===== src/rtl/id_ex_stage_buf_pkg.sv =====
// Shared pipeline package for the stage buffers (IF/ID, ID/EX, EX/MEM, MEM/WB).
// Contents:
//   PIPE_DATA_W / PIPE_CTRL_W / PIPE_RA_W  default field widths
//   occ_state_e                            stage occupancy state
//   entry_width()                          packed width of one ID/EX entry
package id_ex_stage_buf_pkg;

   localparam int unsigned PIPE_DATA_W = 32;
   localparam int unsigned PIPE_CTRL_W = 9;
   localparam int unsigned PIPE_RA_W   = 5;

   // OCC_MAIN: only the main register holds an entry.
   // OCC_FULL: main and skid both hold entries.
   typedef enum logic [1:0] {
      OCC_EMPTY = 2'd0,
      OCC_MAIN  = 2'd1,
      OCC_FULL  = 2'd2
   } occ_state_e;

   // ctrl + npc + rs + rt + imm + rt_addr + rd_addr
   function automatic int unsigned entry_width(input int unsigned data_w,
                                               input int unsigned ctrl_w,
                                               input int unsigned ra_w);
      return ctrl_w + 4 * data_w + 2 * ra_w;
   endfunction

endpackage


===== src/rtl/id_ex_stage_buf_if.sv =====
// ID/EX stage bus: upstream (ID) handshake + payload, downstream (EX)
// handshake + payload, flush and occupancy.
// Modports:
//   slave  - the stage buffer (accepts from ID, presents to EX)
//   master - the environment driving ID side and sinking EX side
interface id_ex_stage_buf_if
   import id_ex_stage_buf_pkg::*;
#(
   parameter int unsigned DATA_W = PIPE_DATA_W,
   parameter int unsigned CTRL_W = PIPE_CTRL_W,
   parameter int unsigned RA_W   = PIPE_RA_W
);

   logic              flush;

   logic              in_valid;
   logic              in_ready;
   logic [CTRL_W-1:0] in_ctrl;
   logic [DATA_W-1:0] in_npc;
   logic [DATA_W-1:0] in_rs;
   logic [DATA_W-1:0] in_rt;
   logic [DATA_W-1:0] in_imm;
   logic [RA_W-1:0]   in_rt_addr;
   logic [RA_W-1:0]   in_rd_addr;

   logic              out_valid;
   logic              out_ready;
   logic [CTRL_W-1:0] out_ctrl;
   logic [DATA_W-1:0] out_npc;
   logic [DATA_W-1:0] out_rs;
   logic [DATA_W-1:0] out_rt;
   logic [DATA_W-1:0] out_imm;
   logic [RA_W-1:0]   out_rt_addr;
   logic [RA_W-1:0]   out_rd_addr;

   logic [1:0]        occupancy;

   modport slave (
      input  flush,
      input  in_valid, in_ctrl, in_npc, in_rs, in_rt, in_imm, in_rt_addr, in_rd_addr,
      output in_ready,
      output out_valid, out_ctrl, out_npc, out_rs, out_rt, out_imm, out_rt_addr, out_rd_addr,
      input  out_ready,
      output occupancy
   );

   modport master (
      output flush,
      output in_valid, in_ctrl, in_npc, in_rs, in_rt, in_imm, in_rt_addr, in_rd_addr,
      input  in_ready,
      input  out_valid, out_ctrl, out_npc, out_rs, out_rt, out_imm, out_rt_addr, out_rd_addr,
      output out_ready,
      input  occupancy
   );

endinterface


===== src/rtl/id_ex_stage_buf_stage_entry_reg.sv =====
// stage_entry_reg: one payload register of a stage buffer.
// Ports:
//   clk, reset - clock, asynchronous active-high reset (clears payload)
//   load       - capture d on the rising edge
//   d / q      - payload in / held payload
module stage_entry_reg #(
   parameter int unsigned W = 1
) (
   input  logic         clk,
   input  logic         reset,
   input  logic         load,
   input  logic [W-1:0] d,
   output logic [W-1:0] q
);

   logic [W-1:0] entry_q;
   logic [W-1:0] entry_d;

   always_comb begin
      entry_d = entry_q;
      if (load) entry_d = d;
   end

   always_ff @(posedge clk or posedge reset) begin
      if (reset) entry_q <= '0;
      else       entry_q <= entry_d;
   end

   assign q = entry_q;

endmodule


===== src/rtl/id_ex_stage_buf.sv =====
// id_ex_stage_buf: ID/EX pipeline register built as a two-entry skid buffer.
// Ports:
//   clk   - clock, rising edge
//   reset - asynchronous, active-high; empties the stage and zeroes payload
//   bus   - id_ex_stage_buf_if.slave: flush, in_* (from ID), out_* (to EX),
//           occupancy
// The main register drives out_*; the skid register catches the entry that
// arrives while main is stalled. in_ready is decoded from the state register
// only, so out_ready never reaches in_ready combinationally.
module id_ex_stage_buf
   import id_ex_stage_buf_pkg::*;
#(
   parameter int unsigned DATA_W = PIPE_DATA_W,
   parameter int unsigned CTRL_W = PIPE_CTRL_W,
   parameter int unsigned RA_W   = PIPE_RA_W
) (
   input  logic             clk,
   input  logic             reset,
   id_ex_stage_buf_if.slave bus
);

   localparam int unsigned ENTRY_W = entry_width(DATA_W, CTRL_W, RA_W);

   occ_state_e state_q;
   occ_state_e state_d;

   logic main_valid;
   logic skid_valid;
   logic accept;
   logic consume;
   logic main_load;
   logic skid_load;

   logic [ENTRY_W-1:0] in_entry;
   logic [ENTRY_W-1:0] main_next;
   logic [ENTRY_W-1:0] main_entry;
   logic [ENTRY_W-1:0] skid_entry;
   logic [CTRL_W-1:0]  main_ctrl;

   assign in_entry = {bus.in_ctrl, bus.in_npc, bus.in_rs, bus.in_rt, bus.in_imm,
                      bus.in_rt_addr, bus.in_rd_addr};

   assign main_valid = (state_q != OCC_EMPTY);
   assign skid_valid = (state_q == OCC_FULL);

   always_ff @(posedge clk or posedge reset) begin
      if (reset) state_q <= OCC_EMPTY;
      else       state_q <= state_d;
   end

   always_comb begin
      state_d   = state_q;
      main_load = 1'b0;
      skid_load = 1'b0;
      main_next = in_entry;
      accept    = bus.in_valid & ~skid_valid;
      consume   = main_valid & bus.out_ready;

      // Flush wins over accept and consume; payload registers simply hold.
      if (bus.flush) begin
         state_d = OCC_EMPTY;
      end else begin
         unique case (state_q)
            OCC_EMPTY: begin
               if (accept) begin
                  main_load = 1'b1;
                  state_d   = OCC_MAIN;
               end
            end
            OCC_MAIN: begin
               if (consume) begin
                  if (accept) main_load = 1'b1;
                  else        state_d   = OCC_EMPTY;
               end else if (accept) begin
                  skid_load = 1'b1;
                  state_d   = OCC_FULL;
               end
            end
            OCC_FULL: begin
               // in_ready is low here, so only skid can refill main.
               if (consume) begin
                  main_load = 1'b1;
                  main_next = skid_entry;
                  state_d   = OCC_MAIN;
               end
            end
            default: state_d = OCC_EMPTY;
         endcase
      end
   end

   stage_entry_reg #(.W(ENTRY_W)) u_main (
      .clk   (clk),
      .reset (reset),
      .load  (main_load),
      .d     (main_next),
      .q     (main_entry)
   );

   stage_entry_reg #(.W(ENTRY_W)) u_skid (
      .clk   (clk),
      .reset (reset),
      .load  (skid_load),
      .d     (in_entry),
      .q     (skid_entry)
   );

   assign {main_ctrl, bus.out_npc, bus.out_rs, bus.out_rt, bus.out_imm,
           bus.out_rt_addr, bus.out_rd_addr} = main_entry;

   // Bubble presents as NOP; data fields keep their last value.
   assign bus.out_ctrl  = main_valid ? main_ctrl : '0;
   assign bus.out_valid = main_valid;
   assign bus.in_ready  = ~skid_valid;
   assign bus.occupancy = {1'b0, main_valid} + {1'b0, skid_valid};

endmodule


===== src/flat_wrapper.sv =====
// flat-port wrapper written by rule: the top's interface ports become plain ports
module id_ex_stage_buf_flat import id_ex_stage_buf_pkg::*;
#(
   parameter int unsigned DATA_W = PIPE_DATA_W,
   parameter int unsigned CTRL_W = PIPE_CTRL_W,
   parameter int unsigned RA_W   = PIPE_RA_W
)
  (clk, reset, bus_flush, bus_in_valid, bus_in_ctrl, bus_in_npc, bus_in_rs, bus_in_rt, bus_in_imm, bus_in_rt_addr, bus_in_rd_addr, bus_in_ready, bus_out_valid, bus_out_ctrl, bus_out_npc, bus_out_rs, bus_out_rt, bus_out_imm, bus_out_rt_addr, bus_out_rd_addr, bus_out_ready, bus_occupancy);
  id_ex_stage_buf_if #(.DATA_W(DATA_W), .CTRL_W(CTRL_W), .RA_W(RA_W)) bus_i ();
  input  logic clk;
  input  logic reset;
  input wire logic [$bits(bus_i.flush)-1:0] bus_flush;
  input wire logic [$bits(bus_i.in_valid)-1:0] bus_in_valid;
  input wire logic [$bits(bus_i.in_ctrl)-1:0] bus_in_ctrl;
  input wire logic [$bits(bus_i.in_npc)-1:0] bus_in_npc;
  input wire logic [$bits(bus_i.in_rs)-1:0] bus_in_rs;
  input wire logic [$bits(bus_i.in_rt)-1:0] bus_in_rt;
  input wire logic [$bits(bus_i.in_imm)-1:0] bus_in_imm;
  input wire logic [$bits(bus_i.in_rt_addr)-1:0] bus_in_rt_addr;
  input wire logic [$bits(bus_i.in_rd_addr)-1:0] bus_in_rd_addr;
  output wire logic [$bits(bus_i.in_ready)-1:0] bus_in_ready;
  output wire logic [$bits(bus_i.out_valid)-1:0] bus_out_valid;
  output wire logic [$bits(bus_i.out_ctrl)-1:0] bus_out_ctrl;
  output wire logic [$bits(bus_i.out_npc)-1:0] bus_out_npc;
  output wire logic [$bits(bus_i.out_rs)-1:0] bus_out_rs;
  output wire logic [$bits(bus_i.out_rt)-1:0] bus_out_rt;
  output wire logic [$bits(bus_i.out_imm)-1:0] bus_out_imm;
  output wire logic [$bits(bus_i.out_rt_addr)-1:0] bus_out_rt_addr;
  output wire logic [$bits(bus_i.out_rd_addr)-1:0] bus_out_rd_addr;
  input wire logic [$bits(bus_i.out_ready)-1:0] bus_out_ready;
  output wire logic [$bits(bus_i.occupancy)-1:0] bus_occupancy;
  assign bus_i.flush = bus_flush;
  assign bus_i.in_valid = bus_in_valid;
  assign bus_i.in_ctrl = bus_in_ctrl;
  assign bus_i.in_npc = bus_in_npc;
  assign bus_i.in_rs = bus_in_rs;
  assign bus_i.in_rt = bus_in_rt;
  assign bus_i.in_imm = bus_in_imm;
  assign bus_i.in_rt_addr = bus_in_rt_addr;
  assign bus_i.in_rd_addr = bus_in_rd_addr;
  assign bus_in_ready = bus_i.in_ready;
  assign bus_out_valid = bus_i.out_valid;
  assign bus_out_ctrl = bus_i.out_ctrl;
  assign bus_out_npc = bus_i.out_npc;
  assign bus_out_rs = bus_i.out_rs;
  assign bus_out_rt = bus_i.out_rt;
  assign bus_out_imm = bus_i.out_imm;
  assign bus_out_rt_addr = bus_i.out_rt_addr;
  assign bus_out_rd_addr = bus_i.out_rd_addr;
  assign bus_i.out_ready = bus_out_ready;
  assign bus_occupancy = bus_i.occupancy;
  id_ex_stage_buf #(.DATA_W(DATA_W), .CTRL_W(CTRL_W), .RA_W(RA_W)) u_core (.clk(clk), .reset(reset), .bus(bus_i));
endmodule

===== config.mk =====
export PLATFORM = sky130hd
export DESIGN_NAME = id_ex_stage_buf_flat
export DESIGN_NICKNAME = d
export VERILOG_FILES = /design/src/rtl/id_ex_stage_buf_pkg.sv /design/src/rtl/id_ex_stage_buf_if.sv /design/src/rtl/id_ex_stage_buf_stage_entry_reg.sv /design/src/rtl/id_ex_stage_buf.sv /design/src/flat_wrapper.sv
export SDC_FILE = /design/constraint.sdc
export NUM_CORES = 1
export LEC_CHECK = 0
export CAP_MARGIN = 30
export CELL_PAD_IN_SITES_DETAIL_PLACEMENT = 0
export CELL_PAD_IN_SITES_GLOBAL_PLACEMENT = 2
export CORE_UTILIZATION = 39
export CTS_BUF_LIST = sky130_fd_sc_hd__clkbuf_16
export DETAILED_ROUTE_END_ITERATION = 10
export PLACE_DENSITY_LB_ADDON = 0.1
export SYNTH_ARGS = -nofsm -noshare
export SYNTH_HDL_FRONTEND = slang
export SYNTH_HIERARCHICAL = 1
export SYNTH_SLANG_ARGS = --single-unit

===== constraint.sdc =====
create_clock -name clk -period 7.6 [get_ports clk]
set_input_delay 1.52 -clock clk [delete_from_list [all_inputs] [get_ports clk]]
set_output_delay 1.52 -clock clk [all_outputs]
set_load 0.01 [all_outputs]

# Word-level counts from Yosys, hierarchy flattened
# Index checks and enable logic that the tools add are counted.
# classes
add_sub_neg,1
eq_ne,6
n_mux,19
n_bitwise,3
reduce_logical,3
# op_table
operator,n
$mux 147,3
$mux 2,6
$mux 9,1
$mux 1,7
$pmux 2 s3,1
$ne 4x2->1 const B,1
$ne 4x4->1 const B,1
$reduce_and 4->1,1
$ne 3x2->1 const B,1
$ne 3x3->1 const B,1
$pmux 1 s3,1
$add 1x1->2,1
$and 1x1->1,2
$eq 2x1->1 const B,1
$eq 2x2->1 const B,1
$logic_not 2->1,1
$reduce_bool 2->1,1
$not 1->1,1
# word_totals
register_bits,296
input_bits,152
out_inout_bits,151
wordCells,35

# Logic depth before layout (Yosys ltp)
# Gate-level depths: netlist (run 1).
# depth
word_depth,7
ltp_mapped,7

# Modules after synthesis
# The synthesis (run 1) kept the hierarchy.
# modules_own_cells
mod,n_inst,cells_each,area_per_inst_um2
stage_entry_reg,2,311,5511.5
id_ex_stage_buf,1,191,2647.5

# Least setup slack after synthesis (run 1)
# OpenSTA, ideal clock, no wires.
# synth_timing
path_type,in2reg
from,in bus_in_valid
to,"reg u_core.u_skid.entry_q[0], in the netlist u_core/u_skid/q[0]"
setup_time_ps,125
arrival_time_ps,2740
slack_ps,4735
cell_stages,5
cell_sequence,nor2b_1 > nor3b_1 > buf_6 > buf_6 > mux2_2
# synth_via
elab_chain_cells,5
# synth_rtl
item,line_no,rtl
start: declaration,flat_wrapper.sv:13,input wire logic [$bits(bus_i.in_valid)-1:0] bus_in_valid;
$and 1x1->1,id_ex_stage_buf.sv:56,accept = bus.in_valid & ~skid_valid;
$mux 1,id_ex_stage_buf.sv:74,end else if (accept) begin
$mux 1,id_ex_stage_buf.sv:71,if (consume) begin
$mux 1,id_ex_stage_buf.sv:63,unique case (state_q)
$mux 1,id_ex_stage_buf.sv:60,if (bus.flush) begin
net u_core.skid_load,id_ex_stage_buf.sv:32,logic skid_load;
end signal: assignment,id_ex_stage_buf_stage_entry_reg.sv:26,else entry_q <= entry_d;
end: declaration,id_ex_stage_buf_stage_entry_reg.sv:16,logic [W-1:0] entry_q;
# The timed path passes the listed nets, and every way through them passes these cells.
# A chain may end at the register's enable or synchronous reset.

# Worst setup path in the final report (run 1)
# layout_timing
from,in bus_flush
to,"reg u_core.u_main.entry_q[65], in the netlist u_core/u_main/q[65]"
# layout_via
elab_chain_cells,1
word_cells_on_any_way,2
cone_classes,mux (2)
# layout_rtl
item,line_no,rtl
start: declaration,flat_wrapper.sv:12,input wire logic [$bits(bus_i.flush)-1:0] bus_flush;
$mux 147,id_ex_stage_buf.sv:60,
net u_core.main_next[65],id_ex_stage_buf.sv:35,logic [ENTRY_W-1:0] main_next;
end signal: assignment,id_ex_stage_buf_stage_entry_reg.sv:26,
end: declaration,id_ex_stage_buf_stage_entry_reg.sv:16,
# The timed path passes the listed nets, and every way through them passes these cells.

==> results of run 1 <==
==> placed cells by master (no fill, tap or decap) <==
cell                                n
sky130_fd_sc_hd__nor3b_2            1
sky130_fd_sc_hd__nor3_1             1
sky130_fd_sc_hd__nand2b_1           1
sky130_fd_sc_hd__a21oi_1            1
sky130_fd_sc_hd__clkdlybuf4s50_1  302
sky130_fd_sc_hd__diode_2            1
sky130_fd_sc_hd__clkbuf_16         37
sky130_fd_sc_hd__mux2_4           127
sky130_fd_sc_hd__dfrtp_1          296
sky130_fd_sc_hd__inv_1             13
sky130_fd_sc_hd__a31oi_1            1
sky130_fd_sc_hd__buf_16             3
sky130_fd_sc_hd__clkinv_1          11
sky130_fd_sc_hd__buf_12             2
sky130_fd_sc_hd__nand2_1            1
sky130_fd_sc_hd__mux2_2           311
sky130_fd_sc_hd__or3_1              1
sky130_fd_sc_hd__nor3b_4            1
sky130_fd_sc_hd__nor2b_1           10
sky130_fd_sc_hd__nor2_1             1
sky130_fd_sc_hd__buf_4              8
sky130_fd_sc_hd__nor2b_4            1
sky130_fd_sc_hd__inv_2              1
sky130_fd_sc_hd__inv_6              2
sky130_fd_sc_hd__mux2_1             3
sky130_fd_sc_hd__clkinv_2           4
sky130_fd_sc_hd__a21oi_4            1
sky130_fd_sc_hd__nand3b_1           1
==> routing by layer <==
layer	up-vias	track usage, %	wire length (um)	part of all wire (%)
met5	-	0	26	0.086
met4	4	3.91	445	1.5
met3	40	6.28	2480	8.2
met2	193	26.5	14000	46
met1	3880	23.0	13300	44
li1	3528	-	-	-
==> registers in the layout, summed over array words and instances, names as in the netlist <==
signal / count
u_core/u_skid/q: 147
u_core/state_q: 2
u_core/u_main/q: 147
==> power breakdown <==
part	internal, W	leakage, nW	switching [W]	total, W
clock	0.000873	0.547	0.000642	0.00151
combinational	0.000655	3.43	0.000337	0.000992
sequential	0.00194	3.56	0.000177	0.00212
==> final cells by class <==
cell class | count | share of cell area (%)
clock buffer | 37 | 5.19
clock inverter | 26 | 0.575
multi-input combinational | 463 | 31.4
timing repair buffer | 315 | 18.0
sequential | 296 | 41.5
tap | 455 | 3.19
antenna | 1 | 0.0140
inverter | 5 | 0.161
==> critical path, stage by stage <==
cell and delay (ns):
sky130_fd_sc_hd__clkdlybuf4s50_1 0.55, sky130_fd_sc_hd__nor3b_4 0.32, sky130_fd_sc_hd__buf_4 0.60, sky130_fd_sc_hd__buf_4 0.66, sky130_fd_sc_hd__mux2_4 0.36, sky130_fd_sc_hd__mux2_2 0.27
==> kinds of logic after synthesis <==
group	Yosys count
compound gates	3
buf+inv	54
flops	296
simple gates	19
mux	441
==> stage by stage <==
stage                     utilization [%]  std cells  worst slack [ns]  area (um^2)
final                                51.7       1598              3.66        17900
after global routing                 51.7       1597              3.55        17800
after CTS                            51.7       1597              3.64        17800
after detailed placement             48.7       1534              3.11        16800
after global placement               48.5       1531              3.14        16700
after floorplan                         -        813              2.13        13700
==> how the worst min path moves through the flow <==
stage,cells after the start,to,start,slack (ns)
floorplan,1,u_core/u_main/q[138],u_core/u_main/q[138],0.47
global placement,1,u_core/u_main/q[145],u_core/u_main/q[145],0.48
detailed placement,1,u_core/u_main/q[139],u_core/u_main/q[139],0.49
CTS,1,u_core/u_skid/q[102],u_core/u_skid/q[102],0.50
global route,1,u_core/u_skid/q[16],u_core/u_skid/q[16],0.51
finish,1,u_core/u_main/q[10],u_core/u_main/q[10],0.50
==> synthesized netlist by cell type, drive strengths merged <==
library cell | n | area share (%)
or3 | 1 | 0.046
nor2b | 11 | 0.56
nor3 | 1 | 0.037
mux2 | 441 | 40
nand2b | 1 | 0.046
nand3b | 1 | 0.055
buf | 48 | 4.7
inv | 5 | 0.14
clkbuf | 1 | 0.027
dfrtp | 296 | 54
a31oi | 1 | 0.046
nor2 | 1 | 0.027
nand2 | 1 | 0.027
a21oi | 2 | 0.073
nor3b | 2 | 0.19
==> flow_summary.toml, run 1 <==
[synth]
synth_top_family_by_area = "multiplexers"
postSynthCellCount = 813
mappedNetlistArea_mm2 = 0.0137
yosys.area_share.adder_pct = 0
mux_cell_area_share_after_synthesis_pct = 39.8
post_synth_num_cell_types = 23
synth_register_bits = 296
synth-compound-area-share_pct = 0.119
yosys_warnings = 6
synth_fp_nets = 965
post_synth_xor_area_fraction_pct = 0
post_synth.cell_area_avg_um2 = 16.8
synth.yosys.seq_area_share_pct = 54.2
yosys.area_share.simple_pct = 0.988

[cells_and_area]
filler_cell_count = 3047
ff_latch_area_mm2 = 0.00741
area_delta_synth_final_pct = 30.6
multi_input_comb_area_mm2 = 0.00561
post_route_cells_drive_above_1_share_pct = 43.7
num-nets-final = 1269

[clock_network]
cts-buffers-inserted = 36
cts_setup_buffers = 0
clk-insertion-delay-late_ns = 0.51
cts.root.buffer_cell = "sky130_fd_sc_hd__clkbuf_16"
cts-root-to-sink-buffers = 3
path_clk_slew_ns = 0.05
holdBufCountCts = 0
clock_sink_count = 296
cts_tree = "yes"
post_cts_resized = 0
cts-htree-levels = 2

[global_routing]
grt_antenna_before_repair = 4
gr-total-overflow = 0
grt_start_max_net_pins = 148
global_route_wire_length_before_repair_um = 47800
grt_use_total_pct = 17.2
grt_pass1_vias = 7968

[timing]
timing.final.max_slew_violations = 0
worst_hold_slack_ns = 0.502
worst-slew-pin-transition_ns = 0.947
setup_viol = 0
hold_viol = 0
post-route-min-period_ns = 3.94
skew_ns = 0.00974
share_of_the_clock_period_used_by_the_worst_path_after_layout_pct = 51.8
totalNegativeSetupSlack_ns = 0
rsz0062_at_grt = "false"
achievable-frequency_mhz = 254
slew_headroom_pct = 36.9

[drt]
post_drt_via_cell_ratio = 4.78
avgRoutedWirePerCell_um = 19.0
detail_route.drc_violations = 0
drt_pass_1_iters = 4
vias = 7645
violation_count_after_the_first_detailed_route_iteration = 219
wl_um = 30300
antenna_left = 0

[run_status]
run_status = "complete, no violations"

[critical_path]
setup.reg_to_reg.worst_slack_ns = 4.64
setup.worst_path.class = "in2reg"
worst_setup_path_endpoint = "u_core/u_main/q[65]"
startpoint_type = "input port"
ff2ff_path_depth = 7
cp.arrival_ns = 4.32
launch_point_of_the_critical_path = "bus_flush"
reg2reg_to = "u_core/u_main/q[65]"
crit-reg2reg-launch = "u_core/state_q[0]"
timing.critical_path.required_ns = 7.98
cp-end-kind = "flip-flop"
worstPathMaxFanout = 35

[place]
sum_of_net_half_perimeters_after_detailed_placement_um = 18700
placement.io_buffers = 302
place_congestion = 0.704

[pwr]
power.density_cell_area_mw_per_mm2 = 259
cellLeakagePower_nw = 7.54
peakVddDrop_v = 0.000139
total_chip_power_w = 0.00462

[flow_run]
max_capacitance_violation_total = 0

[min_path]
path_class_of_the_lowest_slack_min_delay_path = "reg2reg"

[floorplanning]
design.core.area_mm2 = 0.0345
rows = 68
start_util_pct = 39.6
ioPinCount = 303
die-area_mm2 = 0.0358
chipHeight_um = 189
die-width_um = 189
(Power assumes the default switching activity.)
==> run 2: changes to the inputs <==
--- a/config.mk
+++ b/config.mk
@@ -8,7 +8,7 @@
 export CAP_MARGIN = 30
 export CELL_PAD_IN_SITES_DETAIL_PLACEMENT = 0
 export CELL_PAD_IN_SITES_GLOBAL_PLACEMENT = 2
-export CORE_UTILIZATION = 39
+export CORE_UTILIZATION = 36
 export CTS_BUF_LIST = sky130_fd_sc_hd__clkbuf_16
 export DETAILED_ROUTE_END_ITERATION = 10
 export PLACE_DENSITY_LB_ADDON = 0.1
==> constraint.sdc (replaced) <==
create_clock -name clk -period 4.06 [get_ports clk]
set_input_delay 0.812 -clock clk [delete_from_list [all_inputs] [get_ports clk]]
set_output_delay 0.812 -clock clk [all_outputs]
set_load 0.01 [all_outputs]
==> flow_summary.toml, run 2 (synthesized netlist as in run 1, its figures left out) <==
[global_routing]
grt_pass1_vias = 8294
grt_use_total_pct = 16.8
gr-total-overflow = 0
grt_start_max_net_pins = 78
grt_antenna_before_repair = 5
global_route_wire_length_before_repair_um = 50100

[pwr]
peakVddDrop_v = 0.000308
comb_power_share_pct = 21.3
power.density_cell_area_mw_per_mm2 = 486
netSwitchingPower_w = 0.00219
seq_power_share_pct = 45.2
switching_share_pct = 25.0
cellLeakagePower_nw = 7.56
internal_power_summed_over_all_cells_w = 0.00657
p_clk_share_pct = 33.5

[critical_path]
launch_point_of_the_critical_path = "u_core/state_q[0]"
startpoint_type = "flip-flop"
worstPathMaxFanout = 10
timing.critical_path.required_ns = 3.25
cp-end-kind = "output port"
crit-reg2reg-launch = "u_core/state_q[0]"
setup.worst_path.class = "reg2out"
cp.arrival_ns = 2.34

[timing]
timing.final.max_slew_violations = 0
worst_hold_slack_ns = 0.501
achievable-frequency_mhz = 318
worst-slew-pin-transition_ns = 0.838
rsz0062_at_grt = "false"
setup_viol = 0
share_of_the_clock_period_used_by_the_worst_path_after_layout_pct = 77.5
post-route-min-period_ns = 3.15
hold_viol = 0
skew_ns = 0.0110
slew_headroom_pct = 43.9
totalNegativeSetupSlack_ns = 0

[cells_and_area]
layout.cells.most_common_list = "sky130_fd_sc_hd__mux2_2, sky130_fd_sc_hd__clkdlybuf4s50_1, sky130_fd_sc_hd__dfrtp_1"
multi_input_comb_area_mm2 = 0.00561
area_delta_synth_final_pct = 31.8
layout_commonest_cell = "sky130_fd_sc_hd__mux2_2"
num-nets-final = 1274
ff_latch_area_mm2 = 0.00741
post_route_cells_drive_above_1_share_pct = 44.2
final_core_utilization_pct = 48.1
filler_cell_count = 3384

[drt]
vias = 7699
violation_count_after_the_first_detailed_route_iteration = 155
wl_um = 31800
antenna_left = 0
detail_route.drc_violations = 0
avgRoutedWirePerCell_um = 19.2
post_drt_via_cell_ratio = 4.65
drt_pass_1_iters = 4

[clock_network]
clock_sink_count = 296
cts_setup_buffers = 0
cts-root-to-sink-buffers = 3
clk-insertion-delay-late_ns = 0.52
cts-htree-levels = 2
holdBufCountCts = 0
cts_tree = "yes"
path_clk_slew_ns = 0.06
cts.root.buffer_cell = "sky130_fd_sc_hd__clkbuf_16"
post_cts_resized = 0
cts-buffers-inserted = 37

[floorplanning]
design.core.area_mm2 = 0.0375
ioPinCount = 303
die-area_mm2 = 0.0388
die-width_um = 197
rows = 71
chipHeight_um = 197
start_util_pct = 36.5

[place]
sum_of_net_half_perimeters_after_detailed_placement_um = 19900
placement.io_buffers = 302
place_congestion = 0.698

[run_status]
run_status = "complete, no violations"

[min_path]
path_class_of_the_lowest_slack_min_delay_path = "reg2reg"
hold_path.startpoint = "u_core/u_main/q[16]"

[flow_run]
max_capacitance_violation_total = 0
## run 2: changes by cell type in the layout (fill, tap and decap cells not counted), sizes merged
cell,previous run,this run
buf,13,17
inv,16,11
clkinvlp,0,2
bufinv,0,1
## run 2: path summary, 6_finish.rpt
path | end | cells after the start | slack (ns)
min in group asynchronous | u_core/state_q[1] | 2 | 0.67
worst max-delay path | bus_out_ctrl[8] | 3 | 0.91
worst min-delay path | u_core/u_main/q[16] | 1 | 0.50
worst max register to register | u_core/u_main/q[76] | 6 | 1.72
max in group asynchronous | u_core/u_main/q[135] | 3 | 2.31
worst min register to register | u_core/u_main/q[16] | 1 | 0.50
## run 2: power groups by stage
| stage | Combinational [W] | Sequential [W] | Clock, W |
|---|---|---|---|
| after global routing | 0.00201 | 0.00406 | 0.00318 |
| final | 0.00187 | 0.00396 | 0.00293 |
| after floorplan | 0.000873 | 0.00407 | 0 |
| after detailed placement | 0.00190 | 0.00401 | 0 |
| after CTS | 0.00191 | 0.00397 | 0.00307 |
| after global placement | 0.00188 | 0.00399 | 0 |
## run 2: area by class of cell
cell class,instances,area share [%]
Multi-Input combinational cell,463,31.1
Timing Repair Buffer,319,18.2
Antenna cell,1,0.0139
Sequential cell,296,41.1
Tap cell,511,3.55
Clock buffer,37,5.14
Clock inverter,24,0.687
Inverter,5,0.146
## run 2: metrics by stage
stage / cell area [um^2] / setup slack [ns] / power, W / instances
floorplan: 13700 / 1.40 / 0.00495 / 813
global placement: 17000 / 0.960 / 0.00587 / 1594
detailed placement: 17000 / 0.922 / 0.00591 / 1594
CTS: 18000 / 0.852 / 0.00894 / 1655
global route: 18000 / 0.692 / 0.00925 / 1656
finish: 18000 / 0.912 / 0.00876 / 1656
## run 2: routing by layer
metal	vias to the layer above	global-route usage, %	wire length (um)
li1	3535	-	-
met1	3915	23.0	14700
met2	197	24.8	14100
met3	46	5.77	2370
met4	6	5.71	682
met5	-	0	41
## run 2: critical path, cell delays in order (launching register included)
cell and delay (ns):
sky130_fd_sc_hd__dfrtp_1 0.46, sky130_fd_sc_hd__nor2_1 0.67, sky130_fd_sc_hd__nor2b_1 0.11, sky130_fd_sc_hd__clkdlybuf4s50_1 0.57
